File: src/rtl/audio_out_mc.sv
`timescale 1ns/1ps
// audio_out_mc: per-channel tear rejection, sign conversion, DC blocker and soft mute gain ramp.
// Latency: out_valid NUM_CH+1 cycles after an accepted sample_ce (NUM_CH+2 with volume stage).
// Backpressure: none; a sample_ce arriving while busy is dropped and flagged in sticky overrun.
//
// Ports: clk/reset (async, active-high); sample_ce output-rate strobe; is_signed selects
// two's complement vs offset-binary core samples; core_in packed raw samples (channel k at
// [k*SAMPLE_W +: SAMPLE_W]); mute_req ramps gain down; audio_out processed signed samples;
// out_valid one-cycle update pulse; busy FSM not idle; gain_full gain==256; overrun sticky.
// Optional: define AUDIO_OUT_MC_VOLUME_EN to add the per-channel volume port and stage.
module audio_out_mc #(
   parameter int NUM_CH          = 2,
   parameter int SAMPLE_W        = 16,
   parameter int DC_SHIFT        = 8,
   parameter int STARTUP_SAMPLES = 1024
) (
   input  logic                       clk,
   input  logic                       reset,
   input  logic                       sample_ce,
   input  logic                       is_signed,
   input  logic [NUM_CH*SAMPLE_W-1:0] core_in,
   input  logic                       mute_req,
`ifdef AUDIO_OUT_MC_VOLUME_EN
   input  logic [NUM_CH*8-1:0]        volume,
`endif
   output logic [NUM_CH*SAMPLE_W-1:0] audio_out,
   output logic                       out_valid,
   output logic                       busy,
   output logic                       gain_full,
   output logic                       overrun
);

   localparam int W   = SAMPLE_W;
   localparam int DW  = SAMPLE_W + 2;
   localparam int CW  = (NUM_CH > 1) ? $clog2(NUM_CH) : 1;
   localparam int SCW = (STARTUP_SAMPLES < 1) ? 1 : $clog2(STARTUP_SAMPLES + 1);
   localparam logic [CW-1:0]  CH_LAST   = CW'(NUM_CH - 1);
   localparam logic [SCW-1:0] START_MAX = SCW'(STARTUP_SAMPLES);
   localparam logic [8:0]     GAIN_MAX  = 9'd256;

   typedef enum logic [1:0] {IDLE, PROC, COMMIT} state_t;

   state_t state, state_n;

   logic [NUM_CH-1:0][W-1:0] s1, s2, stable;
   logic [NUM_CH-1:0][W-1:0] x_conv, x_snap, x_prev, y_prev, staged;
   logic [CW-1:0]            ch;
   logic [8:0]               gain;
   logic [SCW-1:0]           startup_cnt;
   logic                     armed;
   logic                     ce_ok;

   // Stabiliser: only a value seen identically on two consecutive clocks is trusted, so a
   // multi-bit core word caught mid-update never reaches the datapath.
   always_ff @(posedge clk or posedge reset) begin
      if (reset) begin
         s1     <= '0;
         s2     <= '0;
         stable <= '0;
      end else begin
         s1 <= core_in;
         s2 <= s1;
         for (int k = 0; k < NUM_CH; k++) begin
            if (s1[k] == s2[k]) stable[k] <= s2[k];
         end
      end
   end

   // Offset binary becomes two's complement by flipping the MSB.
   always_comb begin
      x_conv = '0;
      for (int k = 0; k < NUM_CH; k++) begin
         x_conv[k] = {~is_signed ^ stable[k][W-1], stable[k][W-2:0]};
      end
   end

   // armed is low on the first edge after reset release, so a strobe overlapping the
   // deassertion is not taken.
   assign ce_ok     = sample_ce && armed;
   assign busy      = (state != IDLE);
   assign gain_full = (gain == GAIN_MAX);

   // Shared channel datapath: DC blocker then gain, for the channel selected by ch.
   logic [W-1:0]          x_cur, xp_cur, yp_cur;
   logic signed [W-1:0]   yp_sh;
   logic signed [DW-1:0]  dc_d;
   logic signed [W-1:0]   y_sat;
   logic signed [W+7:0]   g_prod;
   logic [W-1:0]          g_res;

   always_comb begin
      x_cur  = x_snap[ch];
      xp_cur = x_prev[ch];
      yp_cur = y_prev[ch];
      yp_sh  = $signed(yp_cur) >>> DC_SHIFT;
      dc_d   = $signed({{2{x_cur[W-1]}}, x_cur})
             - $signed({{2{xp_cur[W-1]}}, xp_cur})
             + $signed({{2{yp_cur[W-1]}}, yp_cur})
             - $signed({{2{yp_sh[W-1]}}, yp_sh});
      // Top three bits all equal means d fits in W bits; otherwise clamp by sign.
      if ((&dc_d[DW-1:W-1]) || (~|dc_d[DW-1:W-1])) begin
         y_sat = dc_d[W-1:0];
      end else if (dc_d[DW-1]) begin
         y_sat = {1'b1, {(W-1){1'b0}}};
      end else begin
         y_sat = {1'b0, {(W-1){1'b1}}};
      end
      // |y*gain| <= 2^(W+7), so W+8 bits hold the product exactly.
      g_prod = y_sat * $signed({1'b0, gain});
      g_res  = W'(g_prod >>> 8);
   end

`ifdef AUDIO_OUT_MC_VOLUME_EN
   // Volume stage on the committed samples: g*(vol+1)>>>8, vol=255 is unity.
   logic [NUM_CH-1:0][W-1:0] vol_out;
   logic signed [W+7:0]      v_prod;
   always_comb begin
      vol_out = '0;
      v_prod  = '0;
      for (int k = 0; k < NUM_CH; k++) begin
         v_prod     = $signed(staged[k]) * $signed({1'b0, {1'b0, volume[k*8 +: 8]} + 9'd1});
         vol_out[k] = W'(v_prod >>> 8);
      end
   end
`else
   // Staged set including the channel finishing this cycle, so audio_out can load on the
   // edge that enters COMMIT and out_valid lines up with the new data.
   logic [NUM_CH-1:0][W-1:0] staged_n;
   always_comb begin
      staged_n     = staged;
      staged_n[ch] = g_res;
   end
`endif

   // FSM
   always_ff @(posedge clk or posedge reset) begin
      if (reset) state <= IDLE;
      else       state <= state_n;
   end

   always_comb begin
      state_n = state;
      case (state)
         IDLE:    if (ce_ok) state_n = PROC;
         PROC:    if (ch == CH_LAST) state_n = COMMIT;
         COMMIT:  state_n = IDLE;
         default: state_n = IDLE;
      endcase
   end

   always_ff @(posedge clk or posedge reset) begin
      if (reset) begin
         armed       <= 1'b0;
         x_snap      <= '0;
         x_prev      <= '0;
         y_prev      <= '0;
         staged      <= '0;
         ch          <= '0;
         gain        <= '0;
         startup_cnt <= '0;
         audio_out   <= '0;
         out_valid   <= 1'b0;
         overrun     <= 1'b0;
      end else begin
         armed     <= 1'b1;
         out_valid <= 1'b0;
         if (sample_ce && (state != IDLE)) overrun <= 1'b1;
         case (state)
            IDLE: begin
               if (ce_ok) begin
                  x_snap <= x_conv;
                  ch     <= '0;
               end
            end
            PROC: begin
               x_prev[ch] <= x_cur;
               y_prev[ch] <= y_sat;
               staged[ch] <= g_res;
               ch         <= ch + CW'(1);
`ifndef AUDIO_OUT_MC_VOLUME_EN
               if (ch == CH_LAST) begin
                  audio_out <= staged_n;
                  out_valid <= 1'b1;
               end
`endif
            end
            COMMIT: begin
`ifdef AUDIO_OUT_MC_VOLUME_EN
               audio_out <= vol_out;
               out_valid <= 1'b1;
`endif
               // Startup completion is judged on the count before this commit.
               if (mute_req) begin
                  if (gain != 9'd0) gain <= gain - 9'd1;
               end else if (startup_cnt == START_MAX) begin
                  if (gain != GAIN_MAX) gain <= gain + 9'd1;
               end
               if (startup_cnt != START_MAX) startup_cnt <= startup_cnt + SCW'(1);
            end
            default: ;
         endcase
      end
   end

endmodule

File: config.mk
export PLATFORM = sky130hd
export DESIGN_NAME = audio_out_mc
export DESIGN_NICKNAME = d
export VERILOG_FILES = /design/src/rtl/audio_out_mc.sv
export SDC_FILE = /design/constraint.sdc
export NUM_CORES = 1
export LEC_CHECK = 0
export ABC_AREA = 1
export CAP_MARGIN = 20
export CORE_MARGIN = 3
export CORE_UTILIZATION = 60
export CTS_BUF_LIST = sky130_fd_sc_hd__clkbuf_4
export DETAILED_ROUTE_END_ITERATION = 7
export GPL_TIMING_DRIVEN = 0
export PLACE_DENSITY = 0.79
export SYNTH_ARGS = -nofsm -noshare
export SYNTH_HDL_FRONTEND = slang
export SYNTH_SLANG_ARGS = --single-unit
File: constraint.sdc
create_clock -name clk -period 15.6 [get_ports clk]
set_input_delay 1.56 -clock clk [delete_from_list [all_inputs] [get_ports clk]]
set_output_delay 1.56 -clock clk [all_outputs]
set_load 0.02 [all_outputs]
==> insert_results.sql <==
INSERT INTO impl_metrics (metric_group, metric, value, unit) VALUES
('synthesis', 'synth.largest_area_cell', 'sky130_fd_sc_hd__dfrtp_1', ''),
('grt', 'first_global_vias', '13751', ''),
('cts', 'post_cts_resized', '0', ''),
('cells_and_area', 'utilization', '68.6', '%'),
('hold_path', 'worst_hold_path.num_cells', '0', ''),
('hold_path', 'hold_path_startpoint', 's1[19]$_DFF_PP0_', ''),
('grt', 'track_usage', '27.2', '%'),
('grt', 'antenna_found_initial', '1', ''),
('synthesis', 'synth_area_leaders', 'sky130_fd_sc_hd__dfrtp_1 39%, sky130_fd_sc_hd__fa_1 17%, sky130_fd_sc_hd__nand2_1 9.7%', ''),
('detailed_routing', 'wire_per_inst', '16.4', 'um'),
('synthesis', 'warnings_from_yosys', '0', ''),
('cells_and_area', 'layout_common_cells', '445 x sky130_fd_sc_hd__nand2_1, 306 x sky130_fd_sc_hd__inv_1, 266 x sky130_fd_sc_hd__dfrtp_1, 153 x sky130_fd_sc_hd__o21ai_0, 147 x sky130_fd_sc_hd__fa_1', ''),
('synthesis', 'synth.avg_cell_area', '9.10', 'um2'),
('cells_and_area', 'post_route_cells_drive_above_1_share', '9.19', '%'),
('synthesis', 'syn_nets', '2145', ''),
('setup_path', 'worstPathArrival', '11520', 'ps'),
('cts', 'ctsLongestPathBuffers', '3', ''),
('floorplan', 'rows', '61', ''),
('sta', 'fmax', '0.0910', 'GHz'),
('setup_path', 'required', '16130', 'ps'),
('placement', 'final_weighted_congestion_of_routability_driven_global_placement', '0.936', ''),
('setup_path', 'critPathCaptureType', 'flop', ''),
('synthesis', 'ys_seq_area_share', '38.8', '%'),
('cts', 'clock_insertion_delay_worst_skew', '690', 'ps'),
('cts', 'clockRootBuffer', 'sky130_fd_sc_hd__clkbuf_4', ''),
('synthesis', 'syn_area', '0.0172', 'mm2'),
('setup_path', 'most_used_cell_cp', 'sky130_fd_sc_hd__inv_1', ''),
('cts', 'ctsHoldBuffers', '0', ''),
('floorplan', 'dieArea', '0.0307', 'mm2'),
('setup_path', 'reg2reg_setup_slack', '4610', 'ps'),
('setup_path', 'slowest_stage', 'sky130_fd_sc_hd__clkbuf_1', ''),
('detailed_routing', 'drt_pre_antenna_iters', '5', ''),
('sta', 'clock_skew', '50.9', 'ps'),
('sta', 'tightestPinTransition', '782', 'ps'),
('sta', 'hold_violations', '0', ''),
('setup_path', 'r2r_cells', '43', ''),
('setup_path', 'startpoint_type', 'flop', ''),
('floorplan', 'pin_count', '73', ''),
('placement', 'place.port_buffers', '72', ''),
('cts', 'htree_levels', '3', ''),
('sta', 'slew_headroom', '47.9', '%'),
('hold_path', 'whs_endpoint', 's2[19]$_DFF_PP0_', ''),
('outcome', 'status', 'completed', ''),
('sta', 'slew_violations', '0', ''),
('detailed_routing', 'postRouteWirelength', '40.0', 'mm'),
('cts', 'cts_tree', 'done', ''),
('cells_and_area', 'leading_cell_type_in_the_layout_fill_and_taps_excluded', 'sky130_fd_sc_hd__nand2_1', ''),
('cts', 'clkSinkCount', '266', ''),
('floorplan', 'die_h', '175', 'um'),
('cells_and_area', 'final_nets', '2292', ''),
('cts', 'cts-buffers-inserted', '71', ''),
('placement', 'dp.final_hpwl', '31.1', 'mm'),
('synthesis', 'netlist_instances', '1884', ''),
('hold_path', 'hold_class', 'flop to flop', ''),
('detailed_routing', 'antenna_violating_nets_post_route', '0', ''),
('sta', 'rsz0062_at_grt', 'false', ''),
('run', 'cap_viol_max_count', '0', ''),
('sta', 'timing.final.setup_violations', '0', ''),
('cells_and_area', 'area_delta_synth_final', '12.0', '%'),
('synthesis', 'netlist.area_leader.share', '38.8', '%'),
('sta', 'final_period_minus_worst_setup_slack', '10990', 'ps'),
('sta', 'fin_tns_setup', '0', 'ps'),
('setup_path', 'critical-path-max-stage-delay', '650', 'ps'),
('setup_path', 'crit_fanout', '10', ''),
('cts', 'worst_setup_hold_path_clk_slew', '60', 'ps'),
('sta', 'timing.final.crit_share', '70.4', '%'),
('grt', 'grt.overflow.total', '0', ''),
('grt', 'maximum_number_of_pins_on_one_net_before_global_route_repair', '116', ''),
('synthesis', 'synth.lib_cells_used.distinct', '43', ''),
('detailed_routing', 'drc_errors', '0', ''),
('floorplan', 'placeableCoreArea', '0.0280', 'mm2');
## layer usage
layer	track usage (%)	part of all wire [%]
met2	46.6	50
met3	3.56	4.7
met4	11.6	3.7
met5	0	0
met1	35.0	42
## worst max-delay path: cells and delay by family, from the launching register on
family	cells	cell delay, ps
and+or+nand+nor	11	1260
xor gates and xnor gates	1	250
AOI/OAI and AO/OA	6	1270
buffers and inverters	14	2580
DFF	1	330
muxes	1	640
adders and majority gates	10	4550
## Yosys cell counts
cell                       number
sky130_fd_sc_hd__and2_1         1
sky130_fd_sc_hd__nor3_1         9
sky130_fd_sc_hd__nand2_2       18
sky130_fd_sc_hd__clkbuf_1      50
sky130_fd_sc_hd__fa_1         147
sky130_fd_sc_hd__and3_1         3
sky130_fd_sc_hd__nand4_1        6
sky130_fd_sc_hd__a21oi_1       41
sky130_fd_sc_hd__nor2_1       133
sky130_fd_sc_hd__o21bai_1       3
sky130_fd_sc_hd__a21oi_2        1
sky130_fd_sc_hd__nand3_1       26
sky130_fd_sc_hd__conb_1         1
sky130_fd_sc_hd__xor2_2         3
sky130_fd_sc_hd__buf_1          2
sky130_fd_sc_hd__o31ai_1        1
sky130_fd_sc_hd__inv_1        307
sky130_fd_sc_hd__mux2i_1        9
sky130_fd_sc_hd__mux2_2        44
sky130_fd_sc_hd__o21bai_4       1
sky130_fd_sc_hd__nand3_2        3
sky130_fd_sc_hd__clkinv_1       4
sky130_fd_sc_hd__ha_1          77
sky130_fd_sc_hd__o21ai_1        5
sky130_fd_sc_hd__nand3b_1       2
sky130_fd_sc_hd__or2_2          6
sky130_fd_sc_hd__o21a_1         2
sky130_fd_sc_hd__buf_2          4
sky130_fd_sc_hd__xnor2_1       19
sky130_fd_sc_hd__nor4_1        13
sky130_fd_sc_hd__xor2_1        58
sky130_fd_sc_hd__a21o_1         2
sky130_fd_sc_hd__nand2_1      445
sky130_fd_sc_hd__o221ai_1       1
sky130_fd_sc_hd__a31oi_1        9
sky130_fd_sc_hd__nor3b_1        2
sky130_fd_sc_hd__dfrtp_1      266
sky130_fd_sc_hd__inv_2          2
sky130_fd_sc_hd__a221oi_1       1
sky130_fd_sc_hd__nand2_4        1
sky130_fd_sc_hd__o21ai_0      153
sky130_fd_sc_hd__nor2_2         2
sky130_fd_sc_hd__a211oi_1       1
## layout make-up
| class | count | area, um2 | area share (%) |
|---|---|---|---|
| Multi-Input combinational cell | 1249 | 9110 | 47.4 |
| Sequential cell | 266 | 6660 | 34.6 |
| Inverter | 313 | 1180 | 6.15 |
| Timing Repair Buffer | 74 | 776 | 4.04 |
| Clock buffer | 93 | 698 | 3.63 |
| Tap cell | 378 | 473 | 2.46 |
| Buffer | 56 | 215 | 1.12 |
| Clock inverter | 17 | 104 | 0.541 |
| Antenna cell | 1 | 2.50 | 0.0130 |
## kinds of logic after synthesis
family	share of synthesized area, %
compound gates	6.79
buf+inv	8.10
mux	3.41
flops	38.8
fa+ha+maj	22.8
other cells	0.0219
simple gates	15.9
xor+xnor	4.22
## registers in the layout, summed over array words and instances (netlist names)
register	flops
audio_out	32
s1	32
s2	32
stable	32
x_prev	32
x_snap	32
y_prev	32
staged	16
startup_cnt	11
gain	9
state	2
armed	1
ch	1
out_valid	1
overrun	1
## metrics by stage
stage | worst slack [ps] | instances | area [um2] | hold slack (ps)
after global routing | 3940 | 2447 | 19200 | 408
after global placement | 3630 | 2334 | 18300 | 376
after CTS | 4730 | 2446 | 19200 | 392
after detailed placement | 4770 | 2336 | 18400 | 380
final | 4610 | 2447 | 19200 | 391
after floorplan | 6710 | 1884 | 17200 | 372
## worst max-delay path by stage
stage | from | end | slack (ps)
2_1_floorplan | reset | armed$_DFF_PP0_ | 6710
3_3_place_gp | reset | audio_out[2]$_DFFE_PP0P_ | 3630
3_5_place_dp | ch$_DFFE_PP0P_ | audio_out[29]$_DFFE_PP0P_ | 4770
4_1_cts | ch$_DFFE_PP0P_ | audio_out[29]$_DFFE_PP0P_ | 4730
5_1_grt | ch$_DFFE_PP0P_ | audio_out[29]$_DFFE_PP0P_ | 3940
6_report | ch$_DFFE_PP0P_ | audio_out[29]$_DFFE_PP0P_ | 4610
Power is left out: the tool's default activity adds up to more than one toggle a clock period on the data nets, which glitch-free logic cannot reach.
